**config.mk**
```make
export PLATFORM = sky130hd
export DESIGN_NAME = sopc_dbus_xbar_flat
export DESIGN_NICKNAME = d
export VERILOG_FILES = /design/src/rtl/sopc_dbus_xbar_if.sv /design/src/rtl/sopc_dbus_xbar.sv /design/src/flat_wrapper.sv
export SDC_FILE = /design/constraint.sdc
export NUM_CORES = 1
export LEC_CHECK = 0
export BUFFER_PORTS_ARGS = -buffer_cell sky130_fd_sc_hd__buf_2
export CAP_MARGIN = 20
export CORE_MARGIN = 2
export CORE_UTILIZATION = 30
export CTS_CLUSTER_DIAMETER = 40
export CTS_CLUSTER_SIZE = 30
export DETAILED_ROUTE_END_ITERATION = 8
export MAX_ROUTING_LAYER = met4
export SYNTH_ARGS = -nofsm -noshare
export SYNTH_HDL_FRONTEND = slang
export SYNTH_SLANG_ARGS = --single-unit
```
**constraint.sdc**
```tcl
create_clock -name clk -period 2.4 [get_ports clk]
set_input_delay 0.48 -clock clk [delete_from_list [all_inputs] [get_ports clk]]
set_output_delay 0.48 -clock clk [all_outputs]
set_load 0.02 [all_outputs]
```
**src/rtl/sopc_dbus_xbar_if.sv**
```systemverilog
// Bus bundle between the CPU data port, the crossbar and its data slaves.
// The crossbar takes the "slave" modport; the CPU side (and any environment
// that models the CPU plus the slaves) takes the "master" modport.
//
// Handshake: the CPU asserts m_ce_i with a stable request. The crossbar accepts
// it in the first cycle that m_ce_i is high while it is idle. m_stall_o stays
// high until the single DONE cycle, in which m_data_o/m_err_o are valid and the
// CPU retires the request. On the slave side, s_ce_o[i] is held with stable
// s_* fields until that slave pulses s_ack_i[i] for one cycle.
interface sopc_dbus_xbar_if #(
    parameter int NUM_SLV = 4,
    parameter int ADDR_W  = 32,
    parameter int DATA_W  = 32
);
    localparam int SEL_W = DATA_W / 8;

    logic                        m_ce_i;
    logic                        m_we_i;
    logic [ADDR_W-1:0]           m_addr_i;
    logic [SEL_W-1:0]            m_sel_i;
    logic [DATA_W-1:0]           m_data_i;
    logic [DATA_W-1:0]           m_data_o;
    logic                        m_stall_o;
    logic                        m_err_o;
    logic [NUM_SLV-1:0]          s_ce_o;
    logic                        s_we_o;
    logic [ADDR_W-1:0]           s_addr_o;
    logic [SEL_W-1:0]            s_sel_o;
    logic [DATA_W-1:0]           s_data_o;
    logic [NUM_SLV*DATA_W-1:0]   s_data_i;
    logic [NUM_SLV-1:0]          s_ack_i;
    logic                        err_clr_i;
    logic                        err_int_o;
    logic [ADDR_W-1:0]           err_addr_o;

    modport slave (
        input  m_ce_i, m_we_i, m_addr_i, m_sel_i, m_data_i,
        input  s_data_i, s_ack_i, err_clr_i,
        output m_data_o, m_stall_o, m_err_o,
        output s_ce_o, s_we_o, s_addr_o, s_sel_o, s_data_o,
        output err_int_o, err_addr_o
    );

    modport master (
        output m_ce_i, m_we_i, m_addr_i, m_sel_i, m_data_i,
        output s_data_i, s_ack_i, err_clr_i,
        input  m_data_o, m_stall_o, m_err_o,
        input  s_ce_o, s_we_o, s_addr_o, s_sel_o, s_data_o,
        input  err_int_o, err_addr_o
    );
endinterface

```
**src/rtl/sopc_dbus_xbar.sv**
```systemverilog
// Data-side crossbar: decodes the CPU address to one slave window, runs a
// registered request/ack transfer with CPU stall, times out silent slaves and
// keeps a sticky bus-error interrupt with the failing address.
module sopc_dbus_xbar #(
    parameter int                      NUM_SLV  = 4,
    parameter int                      ADDR_W   = 32,
    parameter int                      DATA_W   = 32,
    parameter logic [NUM_SLV*ADDR_W-1:0] SLV_BASE =
        {32'h1000_0000, 32'h0800_0000, 32'h0400_0000, 32'h0000_0000},
    parameter logic [NUM_SLV*ADDR_W-1:0] SLV_MASK = {4{32'hFC00_0000}},
    parameter int                      TIMEOUT  = 16
) (
    input  logic                clk,
    input  logic                rst,
    sopc_dbus_xbar_if.slave     bus,
    output logic [1:0]          dbg_state_o
);
    localparam int SEL_W = DATA_W / 8;
    localparam int IDX_W = (NUM_SLV > 1) ? $clog2(NUM_SLV) : 1;
    localparam int CNT_W = $clog2(TIMEOUT) + 1;

    localparam logic [1:0] ST_IDLE   = 2'd0;
    localparam logic [1:0] ST_ACCESS = 2'd1;
    localparam logic [1:0] ST_DONE   = 2'd2;

    logic [1:0]        state_q, state_d;
    logic [IDX_W-1:0]  idx_q, idx_d;
    logic              we_q, we_d;
    logic [ADDR_W-1:0] addr_q, addr_d;
    logic [SEL_W-1:0]  sel_q, sel_d;
    logic [DATA_W-1:0] wdata_q, wdata_d;
    logic [DATA_W-1:0] rdata_q, rdata_d;
    logic              err_q, err_d;
    logic [CNT_W-1:0]  cnt_q, cnt_d;
    logic              err_int_q, err_int_d;
    logic [ADDR_W-1:0] err_addr_q, err_addr_d;

    logic              hit;
    logic [IDX_W-1:0]  hit_idx;
    logic              ack_sel;
    logic [DATA_W-1:0] rdata_sel;
    logic              set_err;
    logic [ADDR_W-1:0] set_addr;
    logic              run;

    // Address decode; scanning downward lets the lowest matching index win.
    always_comb begin
        hit     = 1'b0;
        hit_idx = '0;
        for (int i = NUM_SLV - 1; i >= 0; i--) begin
            if ((bus.m_addr_i & SLV_MASK[i*ADDR_W +: ADDR_W]) == SLV_BASE[i*ADDR_W +: ADDR_W]) begin
                hit     = 1'b1;
                hit_idx = IDX_W'(i);
            end
        end
    end

    assign ack_sel   = bus.s_ack_i[idx_q];
    assign rdata_sel = bus.s_data_i[int'(idx_q)*DATA_W +: DATA_W];

    // Next-state logic for the transfer FSM, timeout counter and sticky error.
    always_comb begin
        state_d  = state_q;
        idx_d    = idx_q;
        we_d     = we_q;
        addr_d   = addr_q;
        sel_d    = sel_q;
        wdata_d  = wdata_q;
        rdata_d  = '0;
        err_d    = err_q;
        cnt_d    = cnt_q;
        set_err  = 1'b0;
        set_addr = '0;
        case (state_q)
            ST_IDLE: begin
                cnt_d = '0;
                err_d = 1'b0;
                if (bus.m_ce_i) begin
                    if (hit) begin
                        idx_d   = hit_idx;
                        we_d    = bus.m_we_i;
                        addr_d  = bus.m_addr_i;
                        sel_d   = bus.m_sel_i;
                        wdata_d = bus.m_data_i;
                        state_d = ST_ACCESS;
                    end else begin
                        err_d    = 1'b1;
                        set_err  = 1'b1;
                        set_addr = bus.m_addr_i;
                        state_d  = ST_DONE;
                    end
                end
            end
            ST_ACCESS: begin
                cnt_d = cnt_q + 1'b1;
                // An ack in the timeout cycle still counts as normal completion.
                if (ack_sel) begin
                    rdata_d = we_q ? '0 : rdata_sel;
                    err_d   = 1'b0;
                    state_d = ST_DONE;
                end else if (cnt_q == CNT_W'(TIMEOUT - 1)) begin
                    err_d    = 1'b1;
                    set_err  = 1'b1;
                    set_addr = addr_q;
                    state_d  = ST_DONE;
                end
            end
            ST_DONE: begin
                rdata_d = '0;
                err_d   = 1'b0;
                state_d = ST_IDLE;
            end
            default: begin
                state_d = ST_IDLE;
            end
        endcase
        // Setting the sticky error takes priority over a same-cycle clear.
        err_int_d  = set_err ? 1'b1 : (bus.err_clr_i ? 1'b0 : err_int_q);
        err_addr_d = set_err ? set_addr : err_addr_q;
    end

    // State registers with synchronous active-high reset.
    always_ff @(posedge clk) begin
        if (rst) begin
            state_q    <= ST_IDLE;
            idx_q      <= '0;
            we_q       <= 1'b0;
            addr_q     <= '0;
            sel_q      <= '0;
            wdata_q    <= '0;
            rdata_q    <= '0;
            err_q      <= 1'b0;
            cnt_q      <= '0;
            err_int_q  <= 1'b0;
            err_addr_q <= '0;
        end else begin
            state_q    <= state_d;
            idx_q      <= idx_d;
            we_q       <= we_d;
            addr_q     <= addr_d;
            sel_q      <= sel_d;
            wdata_q    <= wdata_d;
            rdata_q    <= rdata_d;
            err_q      <= err_d;
            cnt_q      <= cnt_d;
            err_int_q  <= err_int_d;
            err_addr_q <= err_addr_d;
        end
    end

    // Outputs are forced low while reset is held, even before the reset edge.
    assign run = ~rst;

    assign bus.m_stall_o  = run & (((state_q == ST_IDLE) & bus.m_ce_i) | (state_q == ST_ACCESS));
    assign bus.m_data_o   = run ? rdata_q : '0;
    assign bus.m_err_o    = run & (state_q == ST_DONE) & err_q;
    assign bus.s_ce_o     = (run && state_q == ST_ACCESS) ? (NUM_SLV'(1) << idx_q) : '0;
    assign bus.s_we_o     = run & we_q;
    assign bus.s_addr_o   = run ? addr_q : '0;
    assign bus.s_sel_o    = run ? sel_q : '0;
    assign bus.s_data_o   = run ? wdata_q : '0;
    assign bus.err_int_o  = run & err_int_q;
    assign bus.err_addr_o = run ? err_addr_q : '0;
    assign dbg_state_o    = run ? state_q : ST_IDLE;
endmodule

```
**src/flat_wrapper.sv**
```systemverilog
// flat-port wrapper written by rule: the top's interface ports become plain ports
module sopc_dbus_xbar_flat 
#(
    parameter int                      NUM_SLV  = 4,
    parameter int                      ADDR_W   = 32,
    parameter int                      DATA_W   = 32,
    parameter logic [NUM_SLV*ADDR_W-1:0] SLV_BASE =
        {32'h1000_0000, 32'h0800_0000, 32'h0400_0000, 32'h0000_0000},
    parameter logic [NUM_SLV*ADDR_W-1:0] SLV_MASK = {4{32'hFC00_0000}},
    parameter int                      TIMEOUT  = 16
)
  (clk, rst, dbg_state_o, bus_m_ce_i, bus_m_we_i, bus_m_addr_i, bus_m_sel_i, bus_m_data_i, bus_s_data_i, bus_s_ack_i, bus_err_clr_i, bus_m_data_o, bus_m_stall_o, bus_m_err_o, bus_s_ce_o, bus_s_we_o, bus_s_addr_o, bus_s_sel_o, bus_s_data_o, bus_err_int_o, bus_err_addr_o);
  sopc_dbus_xbar_if #(.NUM_SLV(NUM_SLV), .ADDR_W(ADDR_W), .DATA_W(DATA_W)) bus_i ();
  input  logic clk;
  input  logic rst;
  output logic [1:0] dbg_state_o;
  input wire logic [$bits(bus_i.m_ce_i)-1:0] bus_m_ce_i;
  input wire logic [$bits(bus_i.m_we_i)-1:0] bus_m_we_i;
  input wire logic [$bits(bus_i.m_addr_i)-1:0] bus_m_addr_i;
  input wire logic [$bits(bus_i.m_sel_i)-1:0] bus_m_sel_i;
  input wire logic [$bits(bus_i.m_data_i)-1:0] bus_m_data_i;
  input wire logic [$bits(bus_i.s_data_i)-1:0] bus_s_data_i;
  input wire logic [$bits(bus_i.s_ack_i)-1:0] bus_s_ack_i;
  input wire logic [$bits(bus_i.err_clr_i)-1:0] bus_err_clr_i;
  output wire logic [$bits(bus_i.m_data_o)-1:0] bus_m_data_o;
  output wire logic [$bits(bus_i.m_stall_o)-1:0] bus_m_stall_o;
  output wire logic [$bits(bus_i.m_err_o)-1:0] bus_m_err_o;
  output wire logic [$bits(bus_i.s_ce_o)-1:0] bus_s_ce_o;
  output wire logic [$bits(bus_i.s_we_o)-1:0] bus_s_we_o;
  output wire logic [$bits(bus_i.s_addr_o)-1:0] bus_s_addr_o;
  output wire logic [$bits(bus_i.s_sel_o)-1:0] bus_s_sel_o;
  output wire logic [$bits(bus_i.s_data_o)-1:0] bus_s_data_o;
  output wire logic [$bits(bus_i.err_int_o)-1:0] bus_err_int_o;
  output wire logic [$bits(bus_i.err_addr_o)-1:0] bus_err_addr_o;
  assign bus_i.m_ce_i = bus_m_ce_i;
  assign bus_i.m_we_i = bus_m_we_i;
  assign bus_i.m_addr_i = bus_m_addr_i;
  assign bus_i.m_sel_i = bus_m_sel_i;
  assign bus_i.m_data_i = bus_m_data_i;
  assign bus_i.s_data_i = bus_s_data_i;
  assign bus_i.s_ack_i = bus_s_ack_i;
  assign bus_i.err_clr_i = bus_err_clr_i;
  assign bus_m_data_o = bus_i.m_data_o;
  assign bus_m_stall_o = bus_i.m_stall_o;
  assign bus_m_err_o = bus_i.m_err_o;
  assign bus_s_ce_o = bus_i.s_ce_o;
  assign bus_s_we_o = bus_i.s_we_o;
  assign bus_s_addr_o = bus_i.s_addr_o;
  assign bus_s_sel_o = bus_i.s_sel_o;
  assign bus_s_data_o = bus_i.s_data_o;
  assign bus_err_int_o = bus_i.err_int_o;
  assign bus_err_addr_o = bus_i.err_addr_o;
  sopc_dbus_xbar #(.NUM_SLV(NUM_SLV), .ADDR_W(ADDR_W), .DATA_W(DATA_W), .SLV_BASE(SLV_BASE), .SLV_MASK(SLV_MASK), .TIMEOUT(TIMEOUT)) u_core (.clk(clk), .rst(rst), .bus(bus_i), .dbg_state_o(dbg_state_o));
endmodule
```
==> out/results.ini <==
[clock_tree]
cts_tree=done
clkSlewWorstSetupHoldPaths_ns=0.06
cts.sink_count=144
number_of_h_tree_levels=4
cts_made_buffers=17
clock_insertion_delay_worst_skew_ns=0.41
clk_path_buf_depth=2
cts-root-buf=sky130_fd_sc_hd__clkbuf_16

[die]
die_height_um=155.2
initial_utilization=0.3046
top_level_ports=347
dieArea_mm2=0.02407
fp.dieW_um=155.2
fp-row-count=55
core_mm2=0.02250

[detailed_routing]
detail_route.first_pass.iterations=4
wirelength_um=21170
route.detailed.vias_per_inst=4.627
dr_total_vias=6348
post_drt_wl_per_cell_um=15.43
drt_drc_violations_left=0
drt_first_iter_violations=376
antenna_left=0

[worst_setup_path]
worst-endpoint-required_ns=2.66
critical_path_class=register to register
critPathCaptureType=register
critPathMaxStageDelay_ns=0.52
critical-path-top-cell-by-count=sky130_fd_sc_hd__ha_1
path_max_fanout=5
critical_path_arrival_ns=2.47
slowest_stage=sky130_fd_sc_hd__a2111oi_0
cp_cell_sequence=ha_1 -> and3_1 -> ha_1 -> nand3b_1 -> o22a_1 -> o21ai_0 -> a2111oi_0
worstSetupStartpointType=register
largest_delay_contributor_family_on_the_critical_path=compound AO/OA/AOI/OAI gates
worstPathBufferInverterCount=0

[final_layout]
seqCellArea_mm2=0.002885
multiInputGateArea_mm2=0.003687
final_cell_count_no_fill=1372
n_antenna_cell=0
final_nets=1285
layout-drive-gt1-share=0.4029
area_growth_syn_to_layout_pct=38.83
n_fill_cell=2296

[timing]
final.setup.tns_ns=0
fin_crit_sh=0.9210
layout_min_cycle_time_ns=2.210
worst_clock_skew_ns=0.01023
hold_violations=0
worst_pin_slew_ns=0.5461
slew_headroom=0.6359
drv_slew=0
achievable-frequency_mhz=452.4
rsz_0062_raised_after_global_routing=false
setup_viol_count_final=0

[placed_design]
gp_congestion=0.8364
post-place-cells=1340
port-buffer-count=346
place.detailed.hpwl_um=15600

[logic_synthesis]
synth_warnings=0
synthesis.area_per_instance_um2=9.078
synth_sequential_area_ratio=0.4206
synth_flop_cell=sky130_fd_sc_hd__dfxtp_1
adder_cell_share_of_the_synthesized_area=0.01241
synth-seq-cells=144
syn_nets=966
async_reset_ff_frac=0
synth_compound_area_frac=0.1190
yosys-mux-area-fraction=0.1114
synthDistinctLibCells=40
synth-xor-area-share=0
synth-simple-area-share=0.2912
synth_edf_count=0
postSynthCellCount=755
synthesis.area_mm2=0.006854
combinational_family_with_the_most_area_after_synthesis=simple AND/OR/NAND/NOR gates

[grt]
antenna_found_initial=0
track_usage=0.1770
grt_overflow=0
first_global_vias=6147
first_pass_grt_wire_length_um=32330
pin_count_of_the_biggest_net_entering_global_routing=70

[power_and_ir_drop]
power_density_mw_per_mm2=610.2
vdd_ir_drop_max_mv=0.3762
p_leak_nw=4.239

[flow_run]
max_cap_violations=0

[hold_path]
min-delay-path-class=input port to register

[outcome]
status=finished clean

-- registers in the layout (all words and copies together), names as in the netlist --
| signal | cells |
|---|---|
| u_core.addr_q | 32 |
| u_core.err_addr_q | 32 |
| u_core.rdata_q | 32 |
| u_core.wdata_q | 32 |
| u_core.cnt_q | 5 |
| u_core.sel_q | 4 |
| u_core.idx_q | 2 |
| u_core.state_q | 2 |
| u_core.err_int_q | 1 |
| u_core.err_q | 1 |
| u_core.we_q | 1 |
-- cell type report --
cell class	instances	share of cell area
Clock inverter	8	0.01052
Tap cell	285	0.03748
Timing Repair Buffer	364	0.2047
Inverter	7	0.002761
Clock buffer	24	0.05378
Multi-Input combinational cell	540	0.3875
Sequential cell	144	0.3032
-- cells in the mapped netlist, types with 2 or more instances --
| cell type | count | area (um2) |
|---|---|---|
| sky130_fd_sc_hd__a21oi_1 | 76 | 380.4 |
| sky130_fd_sc_hd__a221o_1 | 32 | 320.3 |
| sky130_fd_sc_hd__and2_0 | 12 | 75.07 |
| sky130_fd_sc_hd__and2_1 | 20 | 125.1 |
| sky130_fd_sc_hd__and3_1 | 7 | 43.79 |
| sky130_fd_sc_hd__buf_2 | 12 | 60.06 |
| sky130_fd_sc_hd__buf_6 | 4 | 45.04 |
| sky130_fd_sc_hd__clkbuf_1 | 47 | 176.4 |
| sky130_fd_sc_hd__dfxtp_1 | 144 | 2883 |
| sky130_fd_sc_hd__ha_1 | 6 | 75.07 |
| sky130_fd_sc_hd__inv_1 | 7 | 26.28 |
| sky130_fd_sc_hd__mux2_2 | 2 | 22.52 |
| sky130_fd_sc_hd__mux2i_1 | 2 | 20.02 |
| sky130_fd_sc_hd__mux4_2 | 32 | 720.7 |
| sky130_fd_sc_hd__nand2_1 | 137 | 514.2 |
| sky130_fd_sc_hd__nand2b_1 | 3 | 18.77 |
| sky130_fd_sc_hd__nand3b_1 | 3 | 22.52 |
| sky130_fd_sc_hd__nor2_1 | 10 | 37.54 |
| sky130_fd_sc_hd__nor2b_1 | 168 | 1051 |
| sky130_fd_sc_hd__nor3_1 | 4 | 20.02 |
| sky130_fd_sc_hd__nor3b_1 | 2 | 15.01 |
| sky130_fd_sc_hd__nor4_1 | 2 | 12.51 |
| sky130_fd_sc_hd__o21ai_0 | 4 | 20.02 |
| sky130_fd_sc_hd__or3_1 | 3 | 18.77 |
-- stage by stage --
step / hold WS, ns / setup slack, ns / utilization / instance area [um2] / power [mW]
after floorplan: 0.4318 / 0.3675 / - / 6854 / 2.860
after global placement: 0.4371 / 0.1973 / 0.3948 / 8884 / 3.151
after detailed placement: 0.4422 / 0.1820 / 0.3948 / 8884 / 3.159
after CTS: 0.2827 / 0.001474 / 0.4221 / 9498 / 5.908
after global routing: 0.2854 / 0.05240 / 0.4229 / 9515 / 6.074
final: 0.3044 / 0.1897 / 0.4229 / 9515 / 5.807
-- layout by cell type (no fill, tap or decap), types with 2 or more instances in the layout --
master                      count
sky130_fd_sc_hd__a21oi_1       76
sky130_fd_sc_hd__nor2b_1      167
sky130_fd_sc_hd__mux2i_1        2
sky130_fd_sc_hd__dfxtp_2        2
sky130_fd_sc_hd__buf_2        345
sky130_fd_sc_hd__clkbuf_16     17
sky130_fd_sc_hd__nand2_1      137
sky130_fd_sc_hd__clkbuf_8       6
sky130_fd_sc_hd__nor3b_1        2
sky130_fd_sc_hd__mux4_2        32
sky130_fd_sc_hd__and2_0        12
sky130_fd_sc_hd__clkinv_2       3
sky130_fd_sc_hd__buf_4         12
sky130_fd_sc_hd__nand3b_1       3
sky130_fd_sc_hd__nor4_1         2
sky130_fd_sc_hd__buf_12         6
sky130_fd_sc_hd__bufinv_16      2
sky130_fd_sc_hd__a221o_1       32
sky130_fd_sc_hd__and3_1         7
sky130_fd_sc_hd__o21ai_0        4
sky130_fd_sc_hd__nand2b_1       3
sky130_fd_sc_hd__and2_1        20
sky130_fd_sc_hd__or3_1          2
sky130_fd_sc_hd__ha_1           5
sky130_fd_sc_hd__nor3_1         4
sky130_fd_sc_hd__mux2_2         2
sky130_fd_sc_hd__nor2_1        10
sky130_fd_sc_hd__dfxtp_1      142
sky130_fd_sc_hd__inv_1          7
-- worst register-to-register path: cells and delay by family (launching register included) --
kind | cells | cell delay [ns]
AOI/OAI and AO/OA | 3 | 0.87
adders and majority gates | 2 | 0.49
DFF | 1 | 0.38
and+or+nand+nor | 2 | 0.34
-- report_power, final --
| part | leakage [nW] | internal [mW] | switching, mW | total [mW] |
|---|---|---|---|---|
| clock network | 0.303 | 1.70 | 1.01 | 2.71 |
| registers | 1.17 | 2.45 | 0.0175 | 2.47 |
| logic | 2.77 | 0.315 | 0.317 | 0.633 |
| total | 4.24 | 4.47 | 1.34 | 5.81 |
-- cell families after synthesis --
logic type | Yosys count
compound gates | 121
fa+ha+maj | 7
buf+inv | 71
flops | 144
mux | 36
simple gates | 376
-- routing by layer --
layer  up-vias  part of all wire  GRT usage
li1       3196                 -          -
met1      2911              0.43     0.2124
met2       217              0.50     0.2986
met3        24             0.055    0.03844
met4         0             0.019    0.05335
met5         -                 0          -
-- timing repair --
action | in CTS | in global routing
hold buffers | 0 | 0
setup endpoints to repair | 3 | 4
buffers inserted | 0 | 0
resized for setup | 1 | 3
-- final timing paths --
kind / depth (start not counted) / to / start / slack (ns)
setup / recovery: 7 / u_core.state_q[1] / u_core.cnt_q[0] / 0.19
hold / removal: 3 / u_core.wdata_q[25] / bus_m_data_i[25] / 0.30
setup reg to reg: 7 / u_core.state_q[1] / u_core.cnt_q[0] / 0.19
hold reg to reg: 2 / u_core.wdata_q[25] / u_core.wdata_q[25] / 0.45
No activity file was read; power rests on OpenSTA's default activity.
